[src/rtl/tdc_interval_pkg.sv]
// Shared definitions for the TDC interval block: tap/decoder widths, FSM state
// encodings and error-vector bit positions.
package tdc_interval_pkg;

  localparam int unsigned NUM_TAPS   = 64;
  localparam int unsigned NUM_DECODE = $clog2(NUM_TAPS);

  localparam int unsigned ERR_W       = 3;
  localparam int unsigned ERR_OVERRUN = 2;
  localparam int unsigned ERR_TIMEOUT = 1;
  localparam int unsigned ERR_NO_EDGE = 0;

  typedef enum logic [1:0] {
    ST_IDLE = 2'd0,
    ST_WAIT = 2'd1,
    ST_CALC = 2'd2,
    ST_HOLD = 2'd3
  } state_t;

endpackage

[src/rtl/tdc_avg_acc.sv]
// Running accumulator for averaged TDC results: sums 2^AVG_LOG2 values and
// presents the mean and OR-ed error flags combinationally with the last add.
module tdc_avg_acc
  import tdc_interval_pkg::*;
#(
  parameter int unsigned VAL_W    = 23,
  parameter int unsigned AVG_LOG2 = 3
) (
  input  logic             clk,
  input  logic             rst,
  input  logic             i_add,
  input  logic [VAL_W-1:0] i_value,
  input  logic [ERR_W-1:0] i_err,
  output logic             o_last_c,
  output logic [VAL_W-1:0] o_avg_c,
  output logic [ERR_W-1:0] o_err_c
);

  localparam int unsigned ACC_W = VAL_W + AVG_LOG2;
  localparam int unsigned CNT_W = (AVG_LOG2 == 0) ? 1 : AVG_LOG2;
  localparam int unsigned LAST  = (1 << AVG_LOG2) - 1;

  logic [ACC_W-1:0] r_sum;
  logic [ERR_W-1:0] r_err;
  logic [CNT_W-1:0] r_cnt;
  logic [ACC_W-1:0] w_sum;

  assign w_sum    = r_sum + ACC_W'(i_value);
  assign o_last_c = (r_cnt == CNT_W'(LAST));
  assign o_avg_c  = VAL_W'(w_sum >> AVG_LOG2);
  assign o_err_c  = r_err | i_err;

  // The final add of a block clears the accumulator for the next block.
  always_ff @(posedge clk or negedge rst) begin
    if (!rst) begin
      r_sum <= '0;
      r_err <= '0;
      r_cnt <= '0;
    end else if (i_add) begin
      if (o_last_c) begin
        r_sum <= '0;
        r_err <= '0;
        r_cnt <= '0;
      end else begin
        r_sum <= w_sum;
        r_err <= o_err_c;
        r_cnt <= r_cnt + CNT_W'(1);
      end
    end
  end

endmodule

[src/rtl/tdc_interval.sv]
// TDC interval calculator: pairs start/stop decoder results into a tap-unit
// interval with valid/ready output. Define TDC_AVG_EN to average 2^AVG_LOG2 results.
module tdc_interval
  import tdc_interval_pkg::*;
#(
  parameter  int unsigned COARSE_W     = 16,
  parameter  int unsigned TAPS_PER_CLK = 36,
  parameter  int unsigned TIMEOUT      = 8,
  parameter  int unsigned AVG_LOG2     = 3,
  localparam int unsigned RES_W        = COARSE_W + NUM_DECODE + 1
) (
  input  logic                  clk,
  input  logic                  rst,
  input  logic                  start_finished,
  input  logic [NUM_DECODE-1:0] start_bin,
  input  logic                  stop_finished,
  input  logic [NUM_DECODE-1:0] stop_bin,
  input  logic [COARSE_W-1:0]   coarse_count,
  output logic                  out_valid,
  input  logic                  out_ready,
  output logic [RES_W-1:0]      interval,
  output logic [ERR_W-1:0]      err
);

  localparam int unsigned TMR_W = $clog2(TIMEOUT + 1);

  if (TAPS_PER_CLK > NUM_TAPS || AVG_LOG2 > 16 || TIMEOUT == 0) begin : g_bad_param
    $error("tdc_interval: unsupported parameter combination");
  end

  state_t                r_state;
  logic [NUM_DECODE-1:0] r_start_bin;
  logic [NUM_DECODE-1:0] r_stop_bin;
  logic [COARSE_W-1:0]   r_coarse;
  logic                  r_have_start;
  logic                  r_have_stop;
  logic                  r_ovr_pend;
  logic [TMR_W-1:0]      r_timer;

  logic                  w_any_pulse;
  logic                  w_rep;
  logic                  w_complete;
  logic                  w_timeout;
  logic                  w_produce;
  logic                  w_no_edge;
  logic [RES_W-1:0]      w_sum;
  logic [RES_W-1:0]      w_calc;
  logic [RES_W-1:0]      w_res;
  logic [ERR_W-1:0]      w_res_err;
  logic                  w_out_go;
  logic [RES_W-1:0]      w_out_int;
  logic [ERR_W-1:0]      w_out_err;

  assign w_any_pulse = start_finished | stop_finished;
  assign w_rep       = (r_state == ST_WAIT) &&
                       ((start_finished && r_have_start) || (stop_finished && r_have_stop));
  assign w_complete  = (r_state == ST_WAIT) &&
                       (r_have_start || start_finished) && (r_have_stop || stop_finished);
  assign w_timeout   = (r_state == ST_WAIT) && !w_complete &&
                       (r_timer == TMR_W'(TIMEOUT - 1));
  assign w_produce   = (r_state == ST_CALC) || w_timeout;

  // Unsigned interval with negative results clamped to zero.
  assign w_sum  = RES_W'(r_coarse) * RES_W'(TAPS_PER_CLK) + RES_W'(r_start_bin);
  assign w_calc = (w_sum < RES_W'(r_stop_bin)) ? '0 : (w_sum - RES_W'(r_stop_bin));
  assign w_res  = w_timeout ? '0 : w_calc;

  assign w_no_edge = (r_have_start && (r_start_bin == '0)) ||
                     (r_have_stop && (r_stop_bin == '0));

  always_comb begin
    w_res_err              = '0;
    w_res_err[ERR_OVERRUN] = r_ovr_pend | w_rep | ((r_state == ST_CALC) && w_any_pulse);
    w_res_err[ERR_TIMEOUT] = w_timeout;
    w_res_err[ERR_NO_EDGE] = w_no_edge;
  end

`ifdef TDC_AVG_EN
  tdc_avg_acc #(
    .VAL_W    (RES_W),
    .AVG_LOG2 (AVG_LOG2)
  ) u_avg_acc (
    .clk      (clk),
    .rst      (rst),
    .i_add    (w_produce),
    .i_value  (w_res),
    .i_err    (w_res_err),
    .o_last_c (w_out_go),
    .o_avg_c  (w_out_int),
    .o_err_c  (w_out_err)
  );
`else
  assign w_out_go  = 1'b1;
  assign w_out_int = w_res;
  assign w_out_err = w_res_err;
`endif

  // Control FSM; result production after the case overrides per-state updates.
  always_ff @(posedge clk or negedge rst) begin
    if (!rst) begin
      r_state      <= ST_IDLE;
      r_start_bin  <= '0;
      r_stop_bin   <= '0;
      r_coarse     <= '0;
      r_have_start <= 1'b0;
      r_have_stop  <= 1'b0;
      r_ovr_pend   <= 1'b0;
      r_timer      <= '0;
      out_valid    <= 1'b0;
      interval     <= '0;
      err          <= '0;
    end else begin
      case (r_state)
        ST_IDLE: begin
          r_timer <= '0;
          if (start_finished) begin
            r_start_bin  <= start_bin;
            r_have_start <= 1'b1;
          end
          if (stop_finished) begin
            r_stop_bin  <= stop_bin;
            r_coarse    <= coarse_count;
            r_have_stop <= 1'b1;
          end
          if (start_finished && stop_finished) begin
            r_state <= ST_CALC;
          end else if (w_any_pulse) begin
            r_state <= ST_WAIT;
          end
        end
        ST_WAIT: begin
          if (start_finished) begin
            r_start_bin  <= start_bin;
            r_have_start <= 1'b1;
          end
          if (stop_finished) begin
            r_stop_bin  <= stop_bin;
            r_coarse    <= coarse_count;
            r_have_stop <= 1'b1;
          end
          if (w_rep) begin
            r_ovr_pend <= 1'b1;
          end
          if (w_complete) begin
            r_state <= ST_CALC;
          end else begin
            r_timer <= r_timer + TMR_W'(1);
          end
        end
        ST_CALC: begin
          r_state <= ST_CALC;
        end
        ST_HOLD: begin
          // Dropped pulses mark the held result, or the next one if it leaves now.
          if (w_any_pulse) begin
            if (out_ready) begin
              r_ovr_pend <= 1'b1;
            end else begin
              err[ERR_OVERRUN] <= 1'b1;
            end
          end
          if (out_ready) begin
            out_valid <= 1'b0;
            r_state   <= ST_IDLE;
          end
        end
        default: begin
          r_state <= ST_IDLE;
        end
      endcase

      if (w_produce) begin
        r_have_start <= 1'b0;
        r_have_stop  <= 1'b0;
        r_ovr_pend   <= 1'b0;
        r_timer      <= '0;
        if (w_out_go) begin
          interval  <= w_out_int;
          err       <= w_out_err;
          out_valid <= 1'b1;
          r_state   <= ST_HOLD;
        end else begin
          r_state <= ST_IDLE;
        end
      end
    end
  end

endmodule

[config.mk]
export PLATFORM = sky130hd
export DESIGN_NAME = tdc_interval
export DESIGN_NICKNAME = d
export VERILOG_FILES = /design/src/rtl/tdc_interval_pkg.sv /design/src/rtl/tdc_avg_acc.sv /design/src/rtl/tdc_interval.sv
export SDC_FILE = /design/constraint.sdc
export NUM_CORES = 1
export LEC_CHECK = 0
export BUFFER_PORTS_ARGS = -buffer_cell sky130_fd_sc_hd__buf_2
export CAP_MARGIN = 5
export CORE_ASPECT_RATIO = 1.5
export CORE_MARGIN = 4
export CORE_UTILIZATION = 61
export CTS_BUF_LIST = sky130_fd_sc_hd__clkbuf_4
export CTS_CLUSTER_DIAMETER = 50
export CTS_CLUSTER_SIZE = 14
export DETAILED_ROUTE_END_ITERATION = 10
export PLACE_DENSITY_LB_ADDON = 0.12
export SYNTH_ARGS = -nofsm -noshare
export SYNTH_HDL_FRONTEND = slang
export SYNTH_SLANG_ARGS = --single-unit
[constraint.sdc]
create_clock -name clk -period 4.54 [get_ports clk]
set_input_delay 0.227 -clock clk [delete_from_list [all_inputs] [get_ports clk]]
set_output_delay 0.227 -clock clk [all_outputs]
set_load 0.005 [all_outputs]
==> flow_metrics.py, run 1 <==
metrics = {
    "outcome": {
        "run_status": "complete, no violations",
    },
    "logic_synthesis": {
        "synth_enable_flop_cells": 0,
        "portion_of_the_post_synthesis_area_used_by_sequential_elements": 0.333,
        "synth_seq_cells": 64,
        "synth_most_common_cell": "dfrtp_1",
        "yosysTopAreaCellShare": 0.333,
        "synthCells": 481,
        "synthFlopType": "dfrtp_1",
        "syn_area_per_cell_um2": 10.0,
        "synth_largest_area_cell": "dfrtp_1",
        "library_cells_used_by_synthesis": 81,
        "post_synth_main_area_contributors": "dfrtp_1, ha_1, mux2_2, xnor2_1, nand2_1",
        "post_synth_instance_area_mm2": 0.00481,
        "postSynth.asyncResetShare": 1.00,
        "synth_top_cells_by_count": "dfrtp_1, ha_1, nand2_1, mux2_2, xnor2_1",
        "synth_warnings": 0,
        "postSynthNetCount": 560,
    },
    "setup_path": {
        "critical_path.startpoint_type": "register",
        "critPathArrivalTime_ps": 4550,
        "cp_peak_stage_delay_ps": 460,
        "slowest_stage": "or4_4",
        "timing.critical_path.mode_cell": "ha_1",
        "critical_path.endpoint_type": "register",
        "path_max_fanout": 17,
        "setup.worst_path.class": "register to register",
        "cp.required_ps": 4860,
        "path_cells": "ha_1 -> ha_1 -> fa_1 -> a211oi_2 -> nor2_2 -> xnor2_4 -> nand4_1 -> nor3_1 -> o211ai_2 -> or4_4 -> a21boi_2 -> a31o_4 -> o21ai_0",
    },
    "timing": {
        "min_period_ps": 4230,
        "setup_repair_after_global_routing_missed_its_margin": "no",
        "report.final.setup_viol": 0,
        "tightestPinTransition_ps": 1170,
        "timing_hold_violations_final": 0,
        "final-max-slew-violation-count": 0,
        "layout_setup_ws_ps": 308,
        "timing.final.crit_share": 0.932,
        "finalSetupTns_ps": 0,
        "maxClockFrequency_mhz": 236,
        "timing.max_slew.rel_slack": 0.218,
        "final.setup_skew_ps": 18.1,
    },
    "die": {
        "dieWidth_um": 80.5,
        "floorplan.initialDensity": 0.628,
        "design.core.area_mm2": 0.00766,
        "die_h_um": 117,
        "io-pin-count": 60,
        "dieArea_mm2": 0.00940,
        "rows": 39,
    },
    "worst_hold_path": {
        "holdCritPathClass": "input port to register",
    },
    "global_route": {
        "globalRoute.totalOverflow": 0,
        "grt_max_degree": 65,
        "number_of_global_route_vias_before_repair": 3872,
        "grtUsageTotal": 0.230,
        "global_route_wire_length_before_repair_um": 16900,
        "antenna_found_initial": 0,
    },
    "placement": {
        "place_area_mm2": 0.00523,
        "globalplace.congestion": 0.807,
        "place_worst_setup_slack_ps": 288,
        "io_buf_count": 59,
        "post-dp-hpwl_um": 7610,
    },
    "routing": {
        "drt-initial-drc-count": 113,
        "wl_per_cell_um": 14.7,
        "dr.pass1.iters": 4,
        "wl_um": 9880,
        "antenna_violating_nets_post_route": 0,
        "vias_per_cell": 5.71,
        "via_count": 3828,
        "drcViolationCount": 0,
    },
    "final_layout": {
        "postLayoutCoreUtil": 0.724,
        "nNetsFinal": 643,
        "final.fill_count": 627,
        "area_growth_syn_to_layout_pct": 15.3,
        "post-route-cell-area_mm2": 0.00554,
        "antenna-diode-count": 0,
        "post_route_cells_drive_above_1_share": 0.264,
    },
    "clock_network": {
        "worst_skew_pair.late_latency_ps": 440,
        "cts_root_buffer": "clkbuf_4",
        "cts.reportedPaths.clkPinSlew_ps": 100,
        "cts_tree": "built",
        "cts_repair_resize_count": 0,
        "hold_buffers": 16,
        "cts.path.max_buffers": 2,
        "cts_made_buffers": 9,
        "clock_sink_count": 64,
        "cts_max_level": 3,
        "cts.repair_timing.setup_buffer_count": 0,
    },
    "flow_run": {
        "drv.max_cap_violation_count": 0,
    },
}
==> kinds of logic (layout without fill, tap and decap cells) <==
logic type | Yosys count | in the layout | synth area share
adders and majority gates | 46 | 46 | 0.124
AOI/OAI and AO/OA | 125 | 125 | 0.187
DFF | 64 | 64 | 0.333
and+or+nand+nor | 143 | 143 | 0.162
muxes | 33 | 33 | 0.0762
xor gates and xnor gates | 45 | 45 | 0.0945
buffers and inverters | 25 | 112 | 0.0232
==> per-stage QoR <==
step	instances	hold WS, ps
final	670	17.2
after floorplan	481	-68.6
after global placement	639	434
after detailed placement	639	451
after global routing	670	3.08
after CTS	670	0.0633
==> sequential cells by signal, summed over array words and instances (netlist names), 2 cells and up <==
| signal | flops |
|---|---|
| err | 3 |
| r_stop_bin | 6 |
| interval | 23 |
| r_coarse | 16 |
| r_timer | 4 |
| r_state | 2 |
| r_start_bin | 6 |
==> critical path: cells and delay by family, from the launching register on <==
kind                       cells  cell delay [ps]
AOI/OAI and AO/OA              5             1240
and+or+nand+nor                4             1190
adders and majority gates      3             1000
DFF                            1              430
xor gates and xnor gates       1              260
==> routing by layer <==
layer | GRT usage | part of all wire
met5 | 0 | 0
met4 | 0.100 | 0.022
met3 | 0.0378 | 0.033
met2 | 0.425 | 0.53
met1 | 0.256 | 0.42
==> area by class of cell <==
| cell class | instances | area, um2 | area share |
|---|---|---|---|
| timing repair buffer | 81 | 500 | 0.0903 |
| clock buffer | 11 | 82.6 | 0.0149 |
| multi-input combinational | 392 | 3100 | 0.559 |
| clock inverter | 4 | 70.1 | 0.0126 |
| tap | 102 | 128 | 0.0230 |
| inverter | 16 | 60.1 | 0.0108 |
| sequential | 64 | 1600 | 0.289 |
==> path summary, 6_finish.rpt <==
check	start	end	slack, ps	depth (start not counted)
min in group asynchronous	rst	err[0]	500	3
max in group asynchronous	rst	r_coarse[7]	3520	3
max reg2reg	r_coarse[1]	interval[4]	310	13
min	start_bin[1]	r_start_bin[1]	20	2
max	r_coarse[1]	interval[4]	310	13
min reg2reg	err[1]	err[1]	490	1
==> cells in the final DEF, fill, tap and decap left out, drive strengths merged, types with 3 or more instances in the layout <==
master and instances:
and3 4, clkbuf 11, buf 65, a31oi 6, mux2 29, o211ai 6, nor3 15, nand2b 3
nand4 4, xor2 15, fa 3, nor2 28, o31ai 5, a21o 6, nand2 42, nor3b 5
or2 4, xnor2 30, inv 16, o21ai 37, dfrtp 64, a211oi 7, dlygate4sd3 16, and2 5
a22o 4, o21a 4, mux2i 4, nor2b 8, ha 43, nand3 9, a21oi 25
Power of run 1 is not shown: default switching activity piles up to over one toggle a cycle in this logic, so the estimate is an artifact.
==> run 2: changes to the inputs <==
CAP_MARGIN = 15   (was 5)
CELL_PAD_IN_SITES_DETAIL_PLACEMENT = 0   (was not set)
CELL_PAD_IN_SITES_GLOBAL_PLACEMENT = 1   (was not set)
CORE_UTILIZATION = 47   (was 61)
HOLD_SLACK_MARGIN = 0.1   (was not set)
==> run 2 against run 1 <==
- die area up 27%
- clock skew decreased by 0.87 ps
- wire length is 1.8% higher
- sequential share of layout area decreased by 0.63 points
- design area grew 2.2%
- non-clock buffer count up 16
- via count is 0.97% lower
- fmax is 1.7% higher
- critical endpoint is now interval[7]
==> flow_metrics.py, run 2 (synthesis gave the netlist of run 1 again) <==
metrics = {
    "clock_network": {
        "cts.path.max_buffers": 2,
        "clock_sink_count": 64,
        "cts_root_buffer": "clkbuf_4",
        "cts.reportedPaths.clkPinSlew_ps": 100,
        "cts_made_buffers": 9,
        "cts_max_level": 3,
        "cts.repair_timing.setup_buffer_count": 0,
        "worst_skew_pair.late_latency_ps": 410,
        "cts_tree": "built",
    },
    "routing": {
        "drcViolationCount": 0,
        "wl_per_cell_um": 14.3,
        "drt-initial-drc-count": 93,
        "vias_per_cell": 5.40,
        "antenna_violating_nets_post_route": 0,
        "via_count": 3791,
        "wl_um": 10100,
        "dr.pass1.iters": 4,
    },
    "final_layout": {
        "post_route_cells_drive_above_1_share": 0.257,
        "commonest_cells_after_routing_fill_and_taps_aside": "dfrtp_1, buf_2, ha_1, nand2_1, dlygate4sd3_1",
        "final_cells": 702,
        "area_growth_syn_to_layout_pct": 17.9,
        "layout.cells.most_common": "dfrtp_1",
        "post-route-cell-area_mm2": 0.00567,
        "biggestRegsByFlops": "interval: 23 flops, r_coarse: 16 flops",
        "nNetsFinal": 659,
        "largest_register_ffs": 23,
        "largest_register_by_flop_count": "interval",
    },
    "setup_path": {
        "r2r_slack_ps": 380,
        "critPathArrivalTime_ps": 4440,
        "slowest_stage": "or4b_1",
        "timing.rr.end": "interval[7]",
        "critical_path.endpoint_type": "register",
        "path_depth": 13,
        "path_delay_family": "simple AND/OR/NAND/NOR gates",
        "critical_path.n_buffers_inverters": 0,
        "cp_peak_stage_delay_ps": 590,
        "timing.reg2reg.worst_path_depth": 13,
        "path_max_fanout": 17,
        "critical_path.reg2reg.startpoint": "r_coarse[1]",
        "critical_path.startpoint_type": "register",
        "path_cells": "ha_1 -> ha_1 -> fa_1 -> a211oi_2 -> nor2_2 -> xnor2_4 -> and4_1 -> nand3_2 -> o22a_1 -> or4b_1 -> nor2_2 -> a31o_4 -> o21ai_0",
        "cp.required_ps": 4820,
        "setup.worst_path.start": "r_coarse[1]",
        "setup.worst_path.class": "register to register",
        "cp-endpoint": "interval[7]",
    },
    "global_route": {
        "grt_max_degree": 65,
        "global_route_wire_length_before_repair_um": 17800,
        "antenna_found_initial": 1,
        "globalRoute.totalOverflow": 0,
        "grtUsageTotal": 0.181,
        "number_of_global_route_vias_before_repair": 3896,
    },
    "timing": {
        "setup_repair_after_global_routing_missed_its_margin": "no",
        "finalSetupTns_ps": 0,
        "layout_setup_ws_ps": 381,
        "timing_hold_violations_final": 0,
        "timing.max_slew.rel_slack": 0.462,
        "timing.final.crit_share": 0.916,
        "final.setup_skew_ps": 17.2,
        "min_period_ps": 4160,
        "tightestPinTransition_ps": 806,
        "final-max-slew-violation-count": 0,
        "maxClockFrequency_mhz": 240,
        "report.final.setup_viol": 0,
    },
    "placement": {
        "io_buf_count": 59,
        "place_area_mm2": 0.00527,
        "dpl.cell_count": 656,
        "place_worst_setup_slack_ps": 376,
        "post-dp-hpwl_um": 7920,
        "globalplace.congestion": 0.764,
    },
    "die": {
        "die_h_um": 132,
        "dieArea_mm2": 0.0119,
        "floorplan.initialDensity": 0.477,
        "rows": 45,
        "io-pin-count": 60,
        "dieWidth_um": 90.6,
        "design.core.area_mm2": 0.0101,
    },
    "flow_run": {
        "drv.max_cap_violation_count": 0,
    },
    "worst_hold_path": {
        "holdCritPathClass": "input port to register",
    },
    "outcome": {
        "run_status": "complete, no violations",
    },
}
run 2: per-layer routing:
| layer | share of wire | global-route usage | vias to the layer above |
|---|---|---|---|
| met1 | 0.43 | 0.216 | 1756 |
| met4 | 0.018 | 0.0588 | 0 |
| met5 | 0 | 0 | - |
| met3 | 0.036 | 0.0383 | 13 |
| met2 | 0.51 | 0.322 | 57 |
| li1 | - | - | 1965 |
run 2: worst min path at each step:
stage / slack, ps / start / cells past startpoint / end
6_report: 160 / start_finished / 3 / r_have_start
5_1_grt: 150 / stop_finished / 3 / r_have_stop
4_1_cts: 120 / start_finished / 3 / r_have_start
3_5_place_dp: 460 / rst / 2 / err[0]
3_3_place_gp: 450 / rst / 2 / r_start_bin[0]
2_1_floorplan: -70 / rst / 0 / err[0]
run 2: stage by stage:
step / util / hold slack [ps]
after global routing: 0.562 / 153
final: 0.562 / 156
after detailed placement: 0.522 / 457
after CTS: 0.562 / 120
after global placement: 0.522 / 449
after floorplan: - / -68.6
run 2: worst reg2reg max path: cells and delay by family, from the launching register on:
kind,cells,cell delay (ps)
AOI/OAI and AO/OA,4,990
adders and majority gates,3,1010
DFF,1,450
and+or+nand+nor,5,1340
xor gates and xnor gates,1,250
run 2: repair_timing:
action,in CTS,in global routing
hold endpoints to repair,93,0
gates resized for setup,0,0
hold buffers,30,0
run 2: cell type report:
| cell class | instances | area (um2) |
|---|---|---|
| Timing Repair Buffer | 97 | 656 |
| Sequential cell | 64 | 1600 |
| Clock buffer | 10 | 75.1 |
| Tap cell | 117 | 146 |
| Clock inverter | 5 | 25.0 |
| Inverter | 16 | 60.1 |
| Fill cell | 950 | 4410 |
| Antenna cell | 1 | 2.50 |
| Multi-Input combinational cell | 392 | 3100 |
Power of run 2 is left out for the same reason.
